==> src/rtl/divfp_seq.sv <==
// divfp_seq - sequential signed fixed-point divider.
//
// Computes p = trunc_toward_zero((a * 2^OFR) / b), saturated to the signed
// OWIDTH range. The operands share IFR fraction bits, so IFR cancels out of
// the quotient. A restoring divider works on magnitudes and produces one
// quotient bit per clock. The sign is applied after the magnitude division.
//
// Ports:
//   clk   - clock; all state changes on its rising edge
//   rst   - asynchronous, active-low reset
//   a     - signed dividend, WIDTH bits, IFR fraction bits
//   b     - signed divisor, WIDTH bits, IFR fraction bits
//   start - request; the requester holds it high until done is seen
//   ack   - one-cycle pulse confirming operand capture
//   done  - result valid; held while start stays high
//   p     - signed quotient, OWIDTH bits, OFR fraction bits
//   dbz   - divide-by-zero flag, valid with done
//   ovf   - saturation flag, valid with done
module divfp_seq #(
    parameter int WIDTH  = 8,
    parameter int IFR    = 4,
    parameter int OWIDTH = 16,
    parameter int OFR    = 5
) (
    input  logic              clk,
    input  logic              rst,
    input  logic [WIDTH-1:0]  a,
    input  logic [WIDTH-1:0]  b,
    input  logic              start,
    output logic              ack,
    output logic              done,
    output logic [OWIDTH-1:0] p,
    output logic              dbz,
    output logic              ovf
);

    // The dividend and the divisor carry the same IFR fraction bits, so the
    // pre-shift of the dividend depends on OFR alone.
    localparam int QSHIFT = (OFR + IFR) - IFR;
    localparam int N      = WIDTH + OFR;
    localparam int CW     = $clog2(N + 1);
    localparam int XW     = ((N > OWIDTH) ? N : OWIDTH) + 1;

    typedef enum logic [1:0] {IDLE, CALC, FIN, DONE} state_t;

    state_t           state, state_nx;
    logic [CW-1:0]    cnt;
    logic [N-1:0]     dvd;      // dividend magnitude, shifted out MSB first
    logic [N-1:0]     q;        // quotient magnitude, shifted in LSB first
    logic [WIDTH-1:0] dvs;      // divisor magnitude
    logic [WIDTH-1:0] rem;      // partial remainder, always < dvs
    logic [WIDTH-1:0] rem_nx;
    logic             qbit;
    logic             neg;      // quotient sign (a XOR b)
    logic             aneg;     // dividend sign, selects the divide-by-zero bound
    logic [OWIDTH+1:0] fin_res; // {dbz, ovf, p}

    // Magnitude is formed one bit wider than the operand, so that the most
    // negative value comes out exact. The result always fits in WIDTH
    // unsigned bits.
    function automatic logic [WIDTH-1:0] absv(input logic [WIDTH-1:0] x);
        return WIDTH'(x[WIDTH-1] ? (~{x[WIDTH-1], x} + 1'b1) : {x[WIDTH-1], x});
    endfunction

    // Apply the sign, then saturate to OWIDTH. Divide by zero yields the bound
    // in the direction of the dividend. A zero magnitude always gives +0.
    function automatic logic [OWIDTH+1:0] finish_q(
        input logic [N-1:0] qm,
        input logic         ng,
        input logic         zb,
        input logic         an
    );
        logic [XW-1:0]     qx, maxp, minm;
        logic [OWIDTH-1:0] pmax, pmin;
        qx   = XW'(qm);
        maxp = {{(XW-OWIDTH+1){1'b0}}, {(OWIDTH-1){1'b1}}};
        minm = maxp + 1'b1;
        pmax = {1'b0, {(OWIDTH-1){1'b1}}};
        pmin = ~pmax;
        if (zb)
            return {2'b10, (an ? pmin : pmax)};
        if (ng) begin
            if (qx > minm)
                return {2'b01, pmin};
            return {2'b00, OWIDTH'(~qx + 1'b1)};
        end
        if (qx > maxp)
            return {2'b01, pmax};
        return {2'b00, OWIDTH'(qx)};
    endfunction

    // One restoring step: the remainder is shifted, and the next dividend bit
    // is brought in. The divisor is subtracted when it fits.
    always_comb begin
        qbit   = ({rem, dvd[N-1]} >= {1'b0, dvs});
        rem_nx = WIDTH'({rem, dvd[N-1]});
        if (qbit)
            rem_nx = WIDTH'({rem, dvd[N-1]} - {1'b0, dvs});
    end

    assign fin_res = finish_q(q, neg, (dvs == '0), aneg);

    always_comb begin
        state_nx = state;
        case (state)
            IDLE: if (start) state_nx = (b == '0) ? FIN : CALC;
            CALC: if (cnt == CW'(N - 1)) state_nx = FIN;
            FIN:  state_nx = DONE;
            DONE: if (!start) state_nx = IDLE;
            default: state_nx = IDLE;
        endcase
    end

    always_ff @(posedge clk or negedge rst) begin
        if (!rst) begin
            state <= IDLE;
            cnt   <= '0;
            dvd   <= '0;
            q     <= '0;
            dvs   <= '0;
            rem   <= '0;
            neg   <= 1'b0;
            aneg  <= 1'b0;
            ack   <= 1'b0;
            done  <= 1'b0;
            p     <= '0;
            dbz   <= 1'b0;
            ovf   <= 1'b0;
        end else begin
            state <= state_nx;
            ack   <= (state == IDLE) && start;
            // done rises one edge after DONE is entered. It falls on the same
            // edge that returns to IDLE, so it never overlaps ack.
            done  <= (state == DONE) && start;
            case (state)
                IDLE: if (start) begin
                    neg  <= a[WIDTH-1] ^ b[WIDTH-1];
                    aneg <= a[WIDTH-1];
                    dvd  <= N'(absv(a)) << QSHIFT;
                    dvs  <= absv(b);
                    rem  <= '0;
                    q    <= '0;
                    cnt  <= '0;
                end
                CALC: begin
                    dvd <= dvd << 1;
                    rem <= rem_nx;
                    q   <= {q[N-2:0], qbit};
                    cnt <= cnt + 1'b1;
                end
                FIN: begin
                    p   <= fin_res[OWIDTH-1:0];
                    ovf <= fin_res[OWIDTH];
                    dbz <= fin_res[OWIDTH+1];
                end
                default: ;
            endcase
        end
    end

endmodule

==> config.mk <==
export PLATFORM = sky130hd
export DESIGN_NAME = divfp_seq
export DESIGN_NICKNAME = d
export VERILOG_FILES = /design/src/rtl/divfp_seq.sv
export SDC_FILE = /design/constraint.sdc
export NUM_CORES = 1
export LEC_CHECK = 0
export CAP_MARGIN = 10
export CORE_MARGIN = 2
export CORE_UTILIZATION = 40
export DETAILED_ROUTE_END_ITERATION = 8
export REMOVE_ABC_BUFFERS = 1
export SYNTH_ARGS = -nofsm -noshare
export SYNTH_HDL_FRONTEND = slang
export SYNTH_SLANG_ARGS = --single-unit
==> constraint.sdc <==
create_clock -name clk -period 4.1 [get_ports clk]
set_input_delay 0.615 -clock clk [delete_from_list [all_inputs] [get_ports clk]]
set_output_delay 0.615 -clock clk [all_outputs]
set_load 0.1 [all_outputs]
==> results.cfg <==
[yosys]
syn-mean-instance-area_um2 = 9.30
synth_cells = 417
seq_area_frac_synth = 0.413
synthDistinctLibCells = 61
syn-cell-area_mm2 = 0.00388
ys_ff_latch = 64
async_reset_ff_frac = 1.00
yosysWarnings = 0
synth_top_flop_cell = dfrtp_1
synth_edf_count = 0

[sta]
slew_viol_final = 0
rsz0062_at_grt = false
finalHoldWorstSlack_ns = 0.390
hold_viol_final = 0
maxSlewHeadroom = 0.339
period_minus_slack_ns = 2.47
fin_skew_ns = 0.00813
worst_slack_ns = 1.63
finalSetupViolCount = 0
tightest_slew_ns = 0.986
final.period_utilization = 0.603
tns_ns = 0
max_clock_freq_mhz = 405

[setup_path]
setup.worst_path.end_class = flop
path_cells = inv_1, ha_1, nand2_1, inv_1, a21oi_1, buf_4, a22o_1
cp_top_family = adder cells
worstPathRequired_ns = 4.32
cpMostUsedCell = inv_1
cp.arrival_ns = 2.69
cp_max_fo = 25
cpPeakStageDelay_ns = 0.56
start_kind = flop
path_buf_inv = 3
worstSetupPathType = reg2reg
critical-path-slowest-cell = ha_1

[global_route]
grt_max_degree = 40
grt_usage = 0.174
grt_antenna_before_repair = 0
grt_pass1_wl_um = 14500
grt_overflow = 0
grt_pass1_vias = 3028

[detailed_routing]
wl_per_cell_um = 14.4
drc = 0
wirelength_um = 8330
drt_iter0_markers = 102
vias_per_cell = 5.38
first_pass_iters = 4
antenna_left = 0
vias = 3110

[clock_tree]
path_clk_slew_ns = 0.07
hold_buffers = 0
root_buffer = clkbuf_8
post-cts-setup-buffer-count = 0
cts.sinks = 64
cts_resized = 0
htree_levels = 3
cts_tree = built
cts_buffers = 9
clock_latency_ns = 0.33
clk_path_buf_depth = 2

[layout]
final_nets = 483
drive_above_1_share = 0.0802
insertedDiodeCount = 0
seq_area_mm2 = 0.00160
nFillCells = 913
finalInstanceArea_mm2 = 0.00451
area_growth_pct = 16.2
multi_input_area_mm2 = 0.00204

[placed_design]
place_congestion = 0.809
placed_area_mm2 = 0.00433
io_buffers = 37
place_worst_setup_slack_ns = 1.31
dpl.hpwl_um = 6030

[floorplanning]
die_area_mm2 = 0.0105
die_h_um = 102
num_rows = 35
start_util = 0.416
coreArea_mm2 = 0.00933
ios = 39
die_w_um = 102

[min_path]
min_path_type = in2async

[run]
max-cap-violations = 0

[status]
status = completed
[kinds of logic (layout without fill, tap and decap cells)]
kind of cell	count (synthesis)	in the layout	share of synthesized area
AO/OA/AOI/OAI	122	122	0.224
XOR/XNOR	23	23	0.0520
adder cells (fa/ha/maj)	18	18	0.0600
buffers and inverters	58	90	0.0597
flip-flops	64	64	0.413
multiplexers	11	11	0.0313
other	1	1	0.000967
AND/OR/NAND/NOR	120	120	0.159
[layer usage]
metal	wire length, µm	share of wire	GRT usage	vias to the layer above
li1	-	-	-	1572
met1	4060	0.49	0.236	1467
met2	3850	0.46	0.281	62
met3	324	0.039	0.0397	9
met4	98	0.012	0.0462	0
met5	0	0	0	-
[final timing paths]
| kind | startpoint | endpoint | slack (ns) | cells after the start |
|---|---|---|---|---|
| worst min register to register | p[13] | p[13] | 0.49 | 1 |
| worst min-delay path | rst | p[13] | 0.39 | 1 |
| worst max-delay path | state[0] | q[11] | 1.63 | 7 |
| worst max register to register | state[0] | q[11] | 1.63 | 7 |
| max in group asynchronous | rst | dvs[1] | 2.83 | 2 |
| min in group clk | p[13] | p[13] | 0.49 | 1 |
[worst register-to-register path, cell delays in order (launching register included)]
cell and delay, ns:
dfrtp_1 0.42, inv_1 0.09, ha_1 0.56, nand2_1 0.50, inv_1 0.20, a21oi_1 0.06
buf_4 0.24, a22o_1 0.28
[synth_stat cells, types with 2 or more instances]
cell type,n,area (µm²)
dfrtp_1,64,1600
nand2_1,39,146
inv_1,36,135
o21ai_0,28,140
nor2_1,19,71.3
o22ai_1,18,113
clkbuf_1,17,63.8
ha_1,17,213
xnor2_1,15,131
o211ai_1,14,105
a21oi_1,13,65.1
a22o_1,9,78.8
mux2_2,9,101
nand2b_1,9,56.3
nand4_1,9,56.3
or3_1,9,56.3
xor2_1,8,70.1
nand3_1,6,30.0
nor4_1,5,31.3
o31ai_1,5,37.5
nor2b_1,4,25.0
nor3_1,4,20.0
a31oi_1,3,18.8
and2_1,3,18.8
o21a_1,3,22.5
o221ai_1,3,26.3
o311ai_0,3,26.3
o41ai_1,3,26.3
a211oi_1,2,15.0
a21boi_0,2,15.0
a22o_2,2,20.0
buf_2,2,10.0
mux2i_1,2,20.0
nand3b_1,2,15.0
nor3b_1,2,15.0
or2_2,2,12.5
or4_4,2,22.5
[sequential cells by signal (all words and copies together) (netlist names)]
register  flops
done          1
cnt           4
aneg          1
dbz           1
neg           1
state         2
ack           1
rem           8
p            16
dvd           8
q            13
dvs           8
[per-stage QoR]
stage	instances	utilization
2_1_floorplan	395	-
3_3_place_gp	564	0.464
3_5_place_dp	564	0.464
4_1_cts	578	0.483
5_1_grt	578	0.483
6_report	578	0.483
[layout by cell type (no fill, tap or decap), types with 8 or more instances in the layout]
master,n
a21oi_1,13
a22o_1,9
clkbuf_8,9
clkdlybuf4s50_1,36
dfrtp_1,64
ha_1,17
inv_1,36
mux2_2,9
nand2_1,39
nand2b_1,9
nand4_1,9
nor2_1,19
o211ai_1,14
o21ai_0,28
o22ai_1,18
or3_1,9
xnor2_1,15
xor2_1,8
[cell type report]
cell class / instances / area share
repair buffers: 40 / 0.0861
clock inverters: 3 / 0.0100
clock buffers: 11 / 0.0292
inverters: 36 / 0.0300
flip-flops and latches: 64 / 0.355
multi-input cells: 295 / 0.453
well taps: 129 / 0.0358
Power is left out: the tool's default activity adds up to more than one toggle a clock period on the data nets, which glitch-free logic cannot reach.
